[config.mk]
export PLATFORM = sky130hd
export DESIGN_NAME = irq_controller
export DESIGN_NICKNAME = d
export VERILOG_FILES = /design/src/rtl/irq_controller.sv
export SDC_FILE = /design/constraint.sdc
export NUM_CORES = 1
export LEC_CHECK = 0
export BUFFER_PORTS_ARGS = -buffer_cell sky130_fd_sc_hd__buf_2
export CAP_MARGIN = 10
export CELL_PAD_IN_SITES_DETAIL_PLACEMENT = 2
export CELL_PAD_IN_SITES_GLOBAL_PLACEMENT = 2
export CORE_UTILIZATION = 12
export CTS_CLUSTER_DIAMETER = 150
export DETAILED_ROUTE_END_ITERATION = 10
export PLACE_DENSITY = 0.77
export SLEW_MARGIN = 25
export SYNTH_ARGS = -nofsm -noshare
export SYNTH_HDL_FRONTEND = slang
export SYNTH_SLANG_ARGS = --single-unit
[constraint.sdc]
create_clock -name clk -period 1.17 [get_ports clk]
set_input_delay 0.234 -clock clk [delete_from_list [all_inputs] [get_ports clk]]
set_output_delay 0.234 -clock clk [all_outputs]
set_load 0.005 [all_outputs]
[src/rtl/irq_controller.sv]
// irq_controller: machine-mode interrupt arbiter with req/ack/mret handshake toward the trap logic.
// Define MTIMER_EN to build the internal mtime/mtimecmp timer; otherwise MTIP comes from timer_irq_i.
module irq_controller #(
    parameter int EXT_SRC_N = 8,
    parameter int TICK_DIV  = 1,
    localparam int CLAIM_W  = (EXT_SRC_N > 1) ? $clog2(EXT_SRC_N) : 1
) (
    input  logic                 clk,
    input  logic                 reset_n,
    input  logic [EXT_SRC_N-1:0] ext_irq_i,
    input  logic [EXT_SRC_N-1:0] ext_en_i,
    input  logic                 sw_irq_i,
    input  logic                 timer_irq_i,
    input  logic                 mstatus_mie_i,
    input  logic [31:0]          mie_i,
    input  logic [1:0]           priv_i,
    input  logic                 irq_ack_i,
    input  logic                 mret_i,
    input  logic                 tcmp_we_i,
    input  logic                 tcmp_hi_i,
    input  logic [31:0]          tcmp_data_i,
    output logic                 irq_req_o,
    output logic [4:0]           irq_cause_o,
    output logic [31:0]          mip_o,
    output logic [CLAIM_W-1:0]   ext_claim_id_o,
    output logic [63:0]          mtime_o
);

    localparam logic [1:0] PRIV_MACHINE = 2'b11;
    localparam logic [4:0] CAUSE_MSI    = 5'd3;
    localparam logic [4:0] CAUSE_MTI    = 5'd7;
    localparam logic [4:0] CAUSE_MEI    = 5'd11;

    typedef enum logic [1:0] {IDLE, REQ, TRAP} state_e;

    state_e               state_reg, state_next;
    logic                 req_reg, req_next;
    logic [4:0]           cause_reg, cause_next;
    logic [CLAIM_W-1:0]   claim_reg, claim_next;
    logic [2:0]           mip_bits_reg;    // {MEIP, MTIP, MSIP}
    logic [EXT_SRC_N-1:0] ext_act;
    logic [CLAIM_W-1:0]   claim_idx;
    logic [2:0]           pend;
    logic [4:0]           arb_cause;
    logic                 glob_en;
    logic                 frozen_pend;
    logic                 mtip_src;
    logic                 unused_sig;

    assign ext_act = ext_irq_i & ext_en_i;
    assign glob_en = mstatus_mie_i | (priv_i != PRIV_MACHINE);
    assign pend    = {mip_bits_reg[2] & mie_i[11], mip_bits_reg[1] & mie_i[7], mip_bits_reg[0] & mie_i[3]};

    always_comb begin
        claim_idx = '0;
        for (int i = EXT_SRC_N - 1; i >= 0; i--) begin
            if (ext_act[i]) claim_idx = CLAIM_W'(i);
        end
    end

    // Fixed machine-level priority: external > software > timer.
    always_comb begin
        arb_cause = CAUSE_MTI;
        if (pend[2])      arb_cause = CAUSE_MEI;
        else if (pend[0]) arb_cause = CAUSE_MSI;
    end

    always_comb begin
        case (cause_reg)
            CAUSE_MEI: frozen_pend = pend[2];
            CAUSE_MSI: frozen_pend = pend[0];
            default:   frozen_pend = pend[1];
        endcase
    end

`ifdef MTIMER_EN
    localparam int TICK_W = (TICK_DIV > 1) ? $clog2(TICK_DIV) : 1;

    logic [TICK_W-1:0] tick_cnt_reg;
    logic [63:0]       mtime_reg;
    logic [63:0]       mtimecmp_reg;
    logic              tick;

    assign tick = (tick_cnt_reg == TICK_W'(TICK_DIV - 1));

    always_ff @(posedge clk) begin
        if (!reset_n) begin
            tick_cnt_reg <= '0;
            mtime_reg    <= '0;
            mtimecmp_reg <= '1;
        end else begin
            tick_cnt_reg <= tick ? '0 : tick_cnt_reg + TICK_W'(1);
            if (tick) mtime_reg <= mtime_reg + 64'd1;
            if (tcmp_we_i) begin
                if (tcmp_hi_i) mtimecmp_reg[63:32] <= tcmp_data_i;
                else           mtimecmp_reg[31:0]  <= tcmp_data_i;
            end
        end
    end

    assign mtip_src   = (mtime_reg >= mtimecmp_reg);
    assign mtime_o    = mtime_reg;
    assign unused_sig = ^{mie_i[31:12], mie_i[10:8], mie_i[6:4], mie_i[2:0], timer_irq_i};
`else
    assign mtip_src   = timer_irq_i;
    assign mtime_o    = 64'd0;
    assign unused_sig = ^{mie_i[31:12], mie_i[10:8], mie_i[6:4], mie_i[2:0],
                          tcmp_we_i, tcmp_hi_i, tcmp_data_i, (TICK_DIV >= 1)};
`endif

    always_ff @(posedge clk) begin
        if (!reset_n) begin
            state_reg    <= IDLE;
            req_reg      <= 1'b0;
            cause_reg    <= '0;
            claim_reg    <= '0;
            mip_bits_reg <= '0;
        end else begin
            state_reg    <= state_next;
            req_reg      <= req_next;
            cause_reg    <= cause_next;
            claim_reg    <= claim_next;
            mip_bits_reg <= {|ext_act, mtip_src, sw_irq_i};
        end
    end

    always_comb begin
        state_next = state_reg;
        req_next   = req_reg;
        cause_next = cause_reg;
        claim_next = claim_reg;
        case (state_reg)
            IDLE: begin
                req_next = 1'b0;
                if (glob_en && (|pend)) begin
                    state_next = REQ;
                    req_next   = 1'b1;
                    cause_next = arb_cause;
                end
            end
            REQ: begin
                // An acknowledge takes precedence over a source withdrawing in the same cycle.
                if (irq_ack_i) begin
                    state_next = TRAP;
                    req_next   = 1'b0;
                    if (cause_reg == CAUSE_MEI && (|ext_act)) claim_next = claim_idx;
                end else if (!frozen_pend || !glob_en) begin
                    state_next = IDLE;
                    req_next   = 1'b0;
                end
            end
            TRAP: begin
                req_next = 1'b0;
                if (mret_i) state_next = IDLE;
            end
            default: begin
                state_next = IDLE;
                req_next   = 1'b0;
            end
        endcase
    end

    assign irq_req_o      = req_reg;
    assign irq_cause_o    = cause_reg;
    assign ext_claim_id_o = claim_reg;
    assign mip_o          = {20'd0, mip_bits_reg[2], 3'd0, mip_bits_reg[1], 3'd0, mip_bits_reg[0], 3'd0};

endmodule

==> insert_results.sql, run 1 <==
INSERT INTO impl_metrics (metric_group, metric, value, unit) VALUES
('status', 'outcome', 'finished with violations', ''),
('status', 'failed_checks', 'setup timing', ''),
('synthesis', 'postSynthCellCount', '165', ''),
('synthesis', 'yosys-mux-area-fraction', '0.7353', '%'),
('die', 'die_width', '108.5', 'um'),
('finish', 'antenna_diode_instance_count', '0', ''),
('critical_path', 'worst_path_dominant_cell_family', 'compound AO/OA/AOI/OAI gates', ''),
('critical_path', 'crit_path_top_delay_cell', 'sky130_fd_sc_hd__a2111oi_4', ''),
('critical_path', 'worst-setup-path-type', 'reg -> reg', ''),
('route', 'drcViolationCount', '0', ''),
('power_and_ir_drop', 'p_int', '1.075', 'mW'),
('placement', 'dp.final_hpwl', '3023', 'um'),
('critical_path', 'cp-end-kind', 'flop', ''),
('die', 'num_io_pins', '196', ''),
('finish', 'mostFrequentLayoutCell', 'sky130_fd_sc_hd__conb_1', ''),
('route', 'initialDrtViolationCount', '7', ''),
('cts', 'post_cts_hold_buffer_count', '0', ''),
('power_and_ir_drop', 'p_switching', '0.4229', 'mW'),
('sta', 'number_of_failing_hold_endpoints_at_the_final_stage', '0', ''),
('global_routing', 'global_route_wire_length_before_repair', '4871', 'um'),
('global_routing', 'grt.overflow.total', '0', ''),
('cts', 'htreeDepth', '1', ''),
('finish', 'finish.instance_area', '1723', 'um^2'),
('sta', 'final_period_minus_worst_setup_slack', '1.215', 'ns'),
('power_and_ir_drop', 'combinational_power_share', '28.0', '%'),
('die', 'design.die.area', '11770', 'um^2'),
('sta', 'finalSetupViolCount', '4', ''),
('synthesis', 'synth_xor_xnor_area_share', '0', '%'),
('cts', 'clock_insertion_delay_worst_skew', '0.24', 'ns'),
('route', 'vias', '1048', ''),
('cts', 'root_buffer', 'sky130_fd_sc_hd__clkbuf_16', ''),
('die', 'number_of_rows_created_at_floorplan', '38', ''),
('cts', 'cts_tree', 'yes', ''),
('global_routing', 'grt_max_degree', '15', ''),
('synthesis', 'synth-edff-count', '0', ''),
('placement', 'placed_cell_area', '1555', 'um^2'),
('synthesis', 'synth_async_sr_flop_share', '0', '%'),
('power_and_ir_drop', 'sw_frac_of_total', '28.23', '%'),
('power_and_ir_drop', 'seqPwrFrac', '30.0', '%'),
('sta', 'layout_worst_path_cycle_share', '103.9', '%'),
('synthesis', 'synth_compound_area_share', '14.80', '%'),
('critical_path', 'crit_arrival', '1.38', 'ns'),
('critical_path', 'cp_slowest_stage_delay', '0.37', 'ns'),
('placement', 'portBuffers', '38', ''),
('synthesis', 'dominant_synthesized_flop_cell', 'sky130_fd_sc_hd__dfxtp_1', ''),
('flow_run', 'drv.max_cap_violation_count', '0', ''),
('global_routing', 'grt_pass1_vias', '1014', ''),
('finish', 'layout.cells.most_common_list', '94 x sky130_fd_sc_hd__conb_1, 33 x sky130_fd_sc_hd__buf_2, 25 x sky130_fd_sc_hd__buf_4, 11 x sky130_fd_sc_hd__nand2_1, 7 x sky130_fd_sc_hd__dfxtp_1', ''),
('sta', 'skew', '0.002263', 'ns'),
('finish', 'final_core_util', '15.76', '%'),
('critical_path', 'timing.critical_path.buf_inv', '1', ''),
('synthesis', 'synth-seq-cells', '12', ''),
('route', 'vias_per_cell', '2.848', ''),
('route', 'wl', '3518', 'um'),
('sta', 'setup_slack', '-0.04517', 'ns'),
('critical_path', 'timing.reg2reg.setup_slack', '-0.05', 'ns'),
('synthesis', 'synth_adder_area_share', '0', '%'),
('synthesis', 'synth_area', '1361', 'um^2'),
('placement', 'routabilityCongestion', '0.7099', ''),
('synthesis', 'post_synth_and_or_nand_nor_area_fraction', '13.60', '%'),
('synthesis', 'combinational_family_with_the_most_area_after_synthesis', 'buffers and inverters', ''),
('global_routing', 'globalRouteTotalUtil', '5.494', '%'),
('cts', 'clock_path_buffers', '2', ''),
('critical_path', 'category_of_the_worst_setup_path_launch_point', 'flop', ''),
('power_and_ir_drop', 'p_per_area', '869.7', 'nW/um^2'),
('power_and_ir_drop', 'power.clock.fraction', '42.0', '%'),
('critical_path', 'crit_path_max_fanout', '3', ''),
('global_routing', 'antenna_found_initial', '0', ''),
('finish', 'drive_above_1_share', '38.16', '%'),
('synthesis', 'synth.distinct_cells', '34', ''),
('die', 'core_area', '10940', 'um^2');
## power by group through the flow
stage	registers (mW)	clock network (mW)	logic (mW)
2_1_floorplan	0.460	0	0.412
3_3_place_gp	0.452	0	0.364
3_5_place_dp	0.455	0	0.380
4_1_cts	0.448	0.653	0.405
5_1_grt	0.452	0.674	0.471
6_report	0.450	0.630	0.419
## synthesized netlist by cell type, types with 2 or more instances
library cell	count	area share, %
sky130_fd_sc_hd__a22o_1	4	2.6
sky130_fd_sc_hd__a31oi_1	2	0.92
sky130_fd_sc_hd__a32o_1	2	1.5
sky130_fd_sc_hd__and2_1	2	0.92
sky130_fd_sc_hd__buf_4	95	52
sky130_fd_sc_hd__dfxtp_1	12	18
sky130_fd_sc_hd__nand2_1	12	3.3
sky130_fd_sc_hd__nand3_1	2	0.74
sky130_fd_sc_hd__nor2_1	5	1.4
sky130_fd_sc_hd__nor2b_1	3	1.4
sky130_fd_sc_hd__o211ai_1	2	1.1
sky130_fd_sc_hd__o41ai_1	2	1.3
## repair_timing
action                                  4_1_cts  5_1_grt
resized for setup                            10       10
endpoints found under the setup margin        8        9
buffers inserted                              3        0
pin swaps                                     6        2
hold endpoints to repair                      0        0
## cells by family after synthesis
| logic type | after synthesis |
|---|---|
| other cells | 1 |
| mux | 1 |
| flops | 12 |
| buf+inv | 97 |
| simple gates | 32 |
| compound gates | 22 |
## per-stage QoR
| step | setup WS (ns) | TNS, ns |
|---|---|---|
| final | -0.04517 | -0.1388 |
| after global routing | -0.1294 | -0.5398 |
| after CTS | -0.07601 | -0.2396 |
| after detailed placement | -0.2635 | -0.9743 |
| after global placement | -0.2398 | -0.6505 |
| after floorplan | -0.03334 | -0.05588 |
## path summary, 6_finish.rpt
path / from / end / cells after the start
min reg2reg: irq_req_o / irq_req_o / 2
max reg2reg: mip_bits_reg[2] / irq_req_o / 5
min: sw_irq_i / mip_bits_reg[0] / 2
max: mip_bits_reg[2] / irq_req_o / 5
## layer usage
| metal | global-route usage (%) | routed length, um | up-vias |
|---|---|---|---|
| met2 | 10.71 | 1908 | 82 |
| met1 | 5.634 | 1205 | 478 |
| met3 | 1.808 | 395 | 2 |
| met5 | 0 | 0 | - |
| li1 | - | - | 486 |
| met4 | 1.062 | 9 | 0 |
## final cells by class
| type | count | area, um^2 |
|---|---|---|
| repair buffers | 63 | 409.1 |
| inverters | 1 | 3.754 |
| multi-input cells | 149 | 813.3 |
| clock buffers | 3 | 75.07 |
| well taps | 140 | 175.2 |
| flip-flops and latches | 12 | 246.5 |
| fillers | 1332 | 9213 |
Note: power is estimated with default switching activity, not from simulation.
==> run 2: changes to the inputs <==
--- a/config.mk
+++ b/config.mk
@@ -9,6 +9,7 @@
 export CAP_MARGIN = 10
 export CELL_PAD_IN_SITES_DETAIL_PLACEMENT = 2
 export CELL_PAD_IN_SITES_GLOBAL_PLACEMENT = 2
+export CORE_ASPECT_RATIO = 0.8
 export CORE_UTILIZATION = 12
 export CTS_CLUSTER_DIAMETER = 150
 export DETAILED_ROUTE_END_ITERATION = 10
==> run 2 against run 1 <==
Critical path type unchanged. Clock power up 14%. Via count up 0.29%. Total power up 7.4%. Die area about the same. Wire length up 4.2%. Critical path depth down 1. Maximum frequency down 6.0%. Combinational power up 5.7%. Utilization up 0.39 points. Highest routed layer unchanged. Non-clock buffer count up 2. The flow still finishes with violations (setup timing). Cell count up 1.9%.
==> insert_results.sql, run 2 (synthesis results as in run 1) <==
INSERT INTO impl_metrics (metric_group, metric, value, unit) VALUES
('sta', 'number_of_failing_hold_endpoints_at_the_final_stage', '0', ''),
('die', 'die-height', '97.27', 'um'),
('status', 'failed_checks', 'setup timing', ''),
('critical_path', 'timing.reg2reg.setup_slack', '-0.12', 'ns'),
('die', 'effective_utilization_at_floorplan', '12.40', '%'),
('die', 'num_io_pins', '196', ''),
('cts', 'clock_path_buffers', '2', ''),
('finish', 'growth_of_design_area_from_synthesis_to_finish', '30.15', '%'),
('power_and_ir_drop', 'p_per_area', '908.4', 'nW/um^2'),
('route', 'detail_route.wl_per_cell', '9.773', 'um'),
('global_routing', 'globalRouteTotalUtil', '5.412', '%'),
('finish', 'layout.cells.most_common_list', '94 x sky130_fd_sc_hd__conb_1, 35 x sky130_fd_sc_hd__buf_2, 26 x sky130_fd_sc_hd__buf_4, 10 x sky130_fd_sc_hd__nand2_1, 7 x sky130_fd_sc_hd__dfxtp_1', ''),
('die', 'number_of_rows_created_at_floorplan', '34', ''),
('critical_path', 'worst-setup-path-type', 'reg -> reg', ''),
('flow_run', 'drv.max_cap_violation_count', '0', ''),
('route', 'wl', '3665', 'um'),
('cts', 'htreeDepth', '1', ''),
('power_and_ir_drop', 'vdd.ir_drop.worst', '0.0002912', 'V'),
('finish', 'drive_above_1_share', '41.13', '%'),
('placement', 'placed_cells', '366', ''),
('cts', 'cts_tree', 'yes', ''),
('worst_hold_path', 'startpoint_of_the_most_critical_hold_path', 'timer_irq_i', ''),
('critical_path', 'crit_arrival', '1.42', 'ns'),
('status', 'outcome', 'finished with violations', ''),
('worst_hold_path', 'hp-class', 'in -> reg', ''),
('sta', 'unrepaired_setup_endpoints_after_global_routing', 'yes', ''),
('placement', 'pre_cts_slack', '-0.2548', 'ns'),
('die', 'core_area', '10980', 'um^2'),
('cts', 'tritoncts_num_sinks', '12', ''),
('global_routing', 'antenna_found_initial', '0', ''),
('global_routing', 'grt_max_degree', '15', ''),
('sta', 'achievable-frequency', '773.7', 'MHz'),
('critical_path', 'required', '1.30', 'ns'),
('global_routing', 'global_route.peak_usage_layer', 'met2', ''),
('finish', 'nNetsFinal', '323', ''),
('critical_path', 'worst_r2r_path_depth', '4', ''),
('critical_path', 'crit_path_max_fanout', '2', ''),
('route', 'drtAntennaViolNets', '0', ''),
('route', 'first_drt_pass_iteration_count', '2', ''),
('critical_path', 'category_of_the_worst_setup_path_launch_point', 'flop', ''),
('placement', 'dp.final_hpwl', '3010', 'um'),
('finish', 'finish.instance_area', '1772', 'um^2'),
('finish', 'mostFrequentLayoutCell', 'sky130_fd_sc_hd__conb_1', ''),
('critical_path', 'timing.critical_path.from', 'mip_bits_reg[2]', ''),
('route', 'vias_per_cell', '2.803', ''),
('worst_hold_path', 'worstHoldPathCells', '2', ''),
('sta', 'finalSetupViolCount', '4', ''),
('critical_path', 'reg2reg_to', 'irq_cause_o[3]', ''),
('cts', 'clock_insertion_delay_worst_skew', '0.25', 'ns'),
('cts', 'root_buffer', 'sky130_fd_sc_hd__clkbuf_16', ''),
('global_routing', 'grt.overflow.total', '0', ''),
('placement', 'placed_cell_area', '1545', 'um^2'),
('finish', 'fill_cells', '1326', ''),
('route', 'initialDrtViolationCount', '16', ''),
('placement', 'routabilityCongestion', '0.7770', ''),
('global_routing', 'grt_pass1_vias', '985', ''),
('critical_path', 'cp_slowest_stage_delay', '0.38', 'ns'),
('global_routing', 'use_met3', '1.174', '%'),
('power_and_ir_drop', 'leakage', '0.9335', 'nW'),
('critical_path', 'cp-end-kind', 'flop', ''),
('global_routing', 'groute.layer.met1.usage', '5.713', '%'),
('sta', 'slew_viol_final', '0', ''),
('die', 'design.die.area', '11780', 'um^2'),
('global_routing', 'globalRouteMet2Util', '10.33', '%'),
('placement', 'portBuffers', '38', ''),
('sta', 'final_period_minus_worst_setup_slack', '1.293', 'ns'),
('power_and_ir_drop', 'p_total', '1.609', 'mW'),
('sta', 'skew', '0.005151', 'ns'),
('die', 'die_width', '121.1', 'um'),
('finish', 'final-instance-count-excl-fill', '375', ''),
('sta', 'setup_slack', '-0.1225', 'ns'),
('cts', 'clk_transition_reported_paths', '0.05', 'ns'),
('global_routing', 'global_route_wire_length_before_repair', '4926', 'um'),
('sta', 'layout_worst_path_cycle_share', '110.5', '%'),
('critical_path', 'r2r_start', 'mip_bits_reg[2]', ''),
('finish', 'antenna_diode_instance_count', '0', ''),
('worst_hold_path', 'hold-path-endpoint', 'mip_bits_reg[1]', ''),
('route', 'vias', '1051', ''),
('critical_path', 'crit_chain', 'a22oi_2, a2111oi_4, mux2i_1, nor2b_1', ''),
('cts', 'post_cts_hold_buffer_count', '0', ''),
('route', 'drcViolationCount', '0', ''),
('critical_path', 'crit_path_top_delay_cell', 'sky130_fd_sc_hd__a2111oi_4', ''),
('cts', 'cts-buffers-inserted', '3', ''),
('finish', 'final_core_util', '16.14', '%');
run 2: per-layer routing:
layer,part of all wire (%),up-vias
met2,55,59
met4,0.79,0
met1,37,497
met3,7.4,2
li1,-,493
met5,0,-
run 2: how the worst max path moves through the flow:
stage,endpoint,cells past startpoint
detailed placement,ext_claim_id_o[1],5
finish,irq_cause_o[3],4
floorplan,ext_claim_id_o[1],4
CTS,irq_cause_o[3],4
global route,irq_cause_o[3],4
global placement,ext_claim_id_o[1],5
run 2: area by class of cell:
| class | instances | area, um^2 | area share, % |
|---|---|---|---|
| Sequential cell | 12 | 246.5 | 13.91 |
| Inverter | 1 | 3.754 | 0.2119 |
| Multi-Input combinational cell | 149 | 837.1 | 47.25 |
| Clock buffer | 4 | 88.84 | 5.014 |
| Tap cell | 144 | 180.2 | 10.17 |
| Timing Repair Buffer | 65 | 415.4 | 23.45 |
run 2: worst max-delay path, delay by kind of cell, from the launching register on:
family,cells,cell delay (ns)
and+or+nand+nor,1,0.07
DFF,1,0.35
AOI/OAI and AO/OA,2,0.48
muxes,1,0.28
run 2: per-stage QoR:
step                      TNS (ns)  hold WS [ns]
after CTS                  -0.1543        0.1976
after floorplan           -0.05588        0.3612
final                      -0.3447        0.2012
after global routing       -0.5649        0.2085
after global placement     -0.6255        0.4457
after detailed placement   -0.8844        0.4507
run 2: power breakdown:
part,internal [mW],switching (mW)
clock network,0.518,0.200
logic,0.205,0.238
registers,0.433,0.0151
run 2: what timing repair did:
item,4_1_cts,5_1_grt
cloned,0,0
resized for setup,9,13
hold endpoints to repair,0,0
setup endpoints to repair,8,8
pin swaps,5,7
setup buffers,3,2
==> run 3: changes to the inputs <==
--- a/config.mk
+++ b/config.mk
@@ -13,6 +13,7 @@
 export CORE_UTILIZATION = 12
 export CTS_CLUSTER_DIAMETER = 150
 export DETAILED_ROUTE_END_ITERATION = 10
+export GPL_TIMING_DRIVEN = 0
 export PLACE_DENSITY = 0.77
 export SLEW_MARGIN = 25
 export SYNTH_ARGS = -nofsm -noshare
==> run 3 against run 2 <==
The flow still finishes with violations (setup timing). Clock power down 2%. Global-route usage up 1.1 points. Setup slack better by 0.022 ns. Total power up 8.4%. Worst hold slack worse by 0.00081 ns. Flip-flop and latch count unchanged. Combinational power up 32%. Sequential share of layout area down 2.8 points.
==> insert_results.sql, run 3 (synthesis results as in run 1) <==
INSERT INTO impl_metrics (metric_group, metric, value, unit) VALUES
('die', 'die-height', '97.27', 'um'),
('cts', 'cts_tree', 'yes', ''),
('flow_run', 'drv.max_cap_violation_count', '0', ''),
('sta', 'achievable-frequency', '787.1', 'MHz'),
('critical_path', 'required', '1.30', 'ns'),
('sta', 'finalSetupViolCount', '4', ''),
('route', 'vias', '1300', ''),
('critical_path', 'r2r_start', 'mip_bits_reg[1]', ''),
('cts', 'clk_transition_reported_paths', '0.04', 'ns'),
('global_routing', 'grt_max_degree', '11', ''),
('sta', 'final_period_minus_worst_setup_slack', '1.270', 'ns'),
('sta', 'skew', '0.001575', 'ns'),
('cts', 'cts-buffers-inserted', '3', ''),
('critical_path', 'reg2reg_to', 'irq_cause_o[3]', ''),
('finish', 'layout.cells.most_common_list', '100 x sky130_fd_sc_hd__buf_4, 94 x sky130_fd_sc_hd__conb_1, 38 x sky130_fd_sc_hd__buf_2, 11 x sky130_fd_sc_hd__nand2_1, 7 x sky130_fd_sc_hd__dfxtp_1', ''),
('die', 'number_of_rows_created_at_floorplan', '34', ''),
('power_and_ir_drop', 'p_per_area', '766.1', 'nW/um^2'),
('cts', 'tritoncts_num_sinks', '12', ''),
('finish', 'antenna_diode_instance_count', '0', ''),
('die', 'die_width', '121.1', 'um'),
('sta', 'setup_slack', '-0.1005', 'ns'),
('critical_path', 'crit_arrival', '1.40', 'ns'),
('route', 'detail_route.wl_per_cell', '9.165', 'um'),
('worst_hold_path', 'hold-path-endpoint', 'mip_bits_reg[1]', ''),
('critical_path', 'category_of_the_worst_setup_path_launch_point', 'flop', ''),
('power_and_ir_drop', 'leakage', '1.327', 'nW'),
('global_routing', 'global_route_wire_length_before_repair', '6072', 'um'),
('global_routing', 'antenna_found_initial', '0', ''),
('route', 'vias_per_cell', '2.895', ''),
('route', 'drtAntennaViolNets', '0', ''),
('worst_hold_path', 'hp-class', 'in -> reg', ''),
('placement', 'routabilityCongestion', '0.7272', ''),
('cts', 'htreeDepth', '1', ''),
('die', 'core_area', '10980', 'um^2'),
('sta', 'layout_worst_path_cycle_share', '108.6', '%'),
('cts', 'clock_insertion_delay_worst_skew', '0.24', 'ns'),
('placement', 'portBuffers', '38', ''),
('die', 'design.die.area', '11780', 'um^2'),
('power_and_ir_drop', 'vdd.ir_drop.worst', '0.0003450', 'V'),
('placement', 'placed_cells', '440', ''),
('finish', 'growth_of_design_area_from_synthesis_to_finish', '67.28', '%'),
('sta', 'number_of_failing_hold_endpoints_at_the_final_stage', '0', ''),
('critical_path', 'worst_r2r_path_depth', '4', ''),
('global_routing', 'global_route.peak_usage_layer', 'met2', ''),
('finish', 'mostFrequentLayoutCell', 'sky130_fd_sc_hd__buf_4', ''),
('sta', 'unrepaired_setup_endpoints_after_global_routing', 'yes', ''),
('worst_hold_path', 'startpoint_of_the_most_critical_hold_path', 'timer_irq_i', ''),
('global_routing', 'globalRouteMet2Util', '13.58', '%'),
('route', 'drcViolationCount', '0', ''),
('route', 'wl', '4115', 'um'),
('global_routing', 'globalRouteTotalUtil', '6.516', '%'),
('power_and_ir_drop', 'p_total', '1.745', 'mW'),
('finish', 'drive_above_1_share', '52.79', '%'),
('placement', 'dp.final_hpwl', '3711', 'um'),
('status', 'outcome', 'finished with violations', ''),
('global_routing', 'use_met3', '1.467', '%'),
('route', 'first_drt_pass_iteration_count', '4', ''),
('status', 'failed_checks', 'setup timing', ''),
('cts', 'root_buffer', 'sky130_fd_sc_hd__clkbuf_16', ''),
('global_routing', 'groute.layer.met1.usage', '6.390', '%'),
('sta', 'fin_tns_setup', '-0.3286', 'ns'),
('global_routing', 'grt_pass1_vias', '1263', ''),
('critical_path', 'timing.reg2reg.setup_slack', '-0.10', 'ns'),
('die', 'num_io_pins', '196', ''),
('sta', 'slew_viol_final', '0', ''),
('finish', 'final-instance-count-excl-fill', '449', ''),
('die', 'effective_utilization_at_floorplan', '12.40', '%'),
('critical_path', 'worst-setup-path-type', 'reg -> reg', ''),
('route', 'initialDrtViolationCount', '25', ''),
('critical_path', 'cp-end-kind', 'flop', ''),
('worst_hold_path', 'worstHoldPathCells', '2', ''),
('cts', 'clock_path_buffers', '2', ''),
('global_routing', 'grt.overflow.total', '0', ''),
('critical_path', 'crit_path_max_fanout', '3', ''),
('finish', 'nNetsFinal', '397', '');
[run 3: report_power, final]
group / internal (mW) / leakage (nW) / total [mW] / switching [mW]
Sequential: 0.430 / 0.101 / 0.454 / 0.0238
Clock: 0.517 / 0.0442 / 0.705 / 0.189
Combinational: 0.335 / 1.18 / 0.586 / 0.250
Total: 1.28 / 1.33 / 1.74 / 0.463
[run 3: metrics by stage]
step                      utilization [%]  cell area, um^2  hold WS (ns)  setup WS (ns)
after global routing                20.75             2277        0.2356        -0.1678
after CTS                           20.62             2263        0.1996        -0.1808
final                               20.75             2277        0.2004        -0.1005
after floorplan                         -             1727        0.3612       -0.03334
after detailed placement            19.11             2097        0.4496        -0.2831
after global placement              19.11             2097        0.4412        -0.2342
[run 3: how the worst max path moves through the flow]
| stage | from | to |
|---|---|---|
| finish | mip_bits_reg[1] | irq_cause_o[3] |
| floorplan | ext_irq_i[6] | ext_claim_id_o[1] |
| CTS | mip_bits_reg[2] | irq_cause_o[3] |
| global placement | ext_irq_i[6] | ext_claim_id_o[1] |
| global route | mip_bits_reg[2] | state_reg[0] |
| detailed placement | ext_irq_i[6] | ext_claim_id_o[1] |
[run 3: final cells by class]
type | instances | area (um^2)
fillers | 1327 | 8698
multi-input cells | 149 | 805.8
plain buffers | 96 | 716.9
flip-flops and latches | 12 | 254.0
repair buffers | 43 | 227.7
well taps | 144 | 180.2
clock buffers | 4 | 88.84
inverters | 1 | 3.754
[run 3: per-layer routing]
metal	up-vias	part of all wire (%)
met4	0	0.41
li1	641	-
met5	-	0
met2	60	56
met3	2	7.5
met1	597	36
[run 3: what timing repair did]
action                                  CTS  global route
pin swaps                                 6             3
endpoints found under the setup margin    7             6
resized for setup                        11             4
hold buffers                              0             0
buffers inserted                          5             0
[run 3: critical path, cell delays in order, from the launching register on]
cell                        delay (ns)
sky130_fd_sc_hd__dfxtp_2          0.35
sky130_fd_sc_hd__nand2_4          0.06
sky130_fd_sc_hd__a2111oi_4        0.44
sky130_fd_sc_hd__mux2i_1          0.25
sky130_fd_sc_hd__nor2b_1          0.06
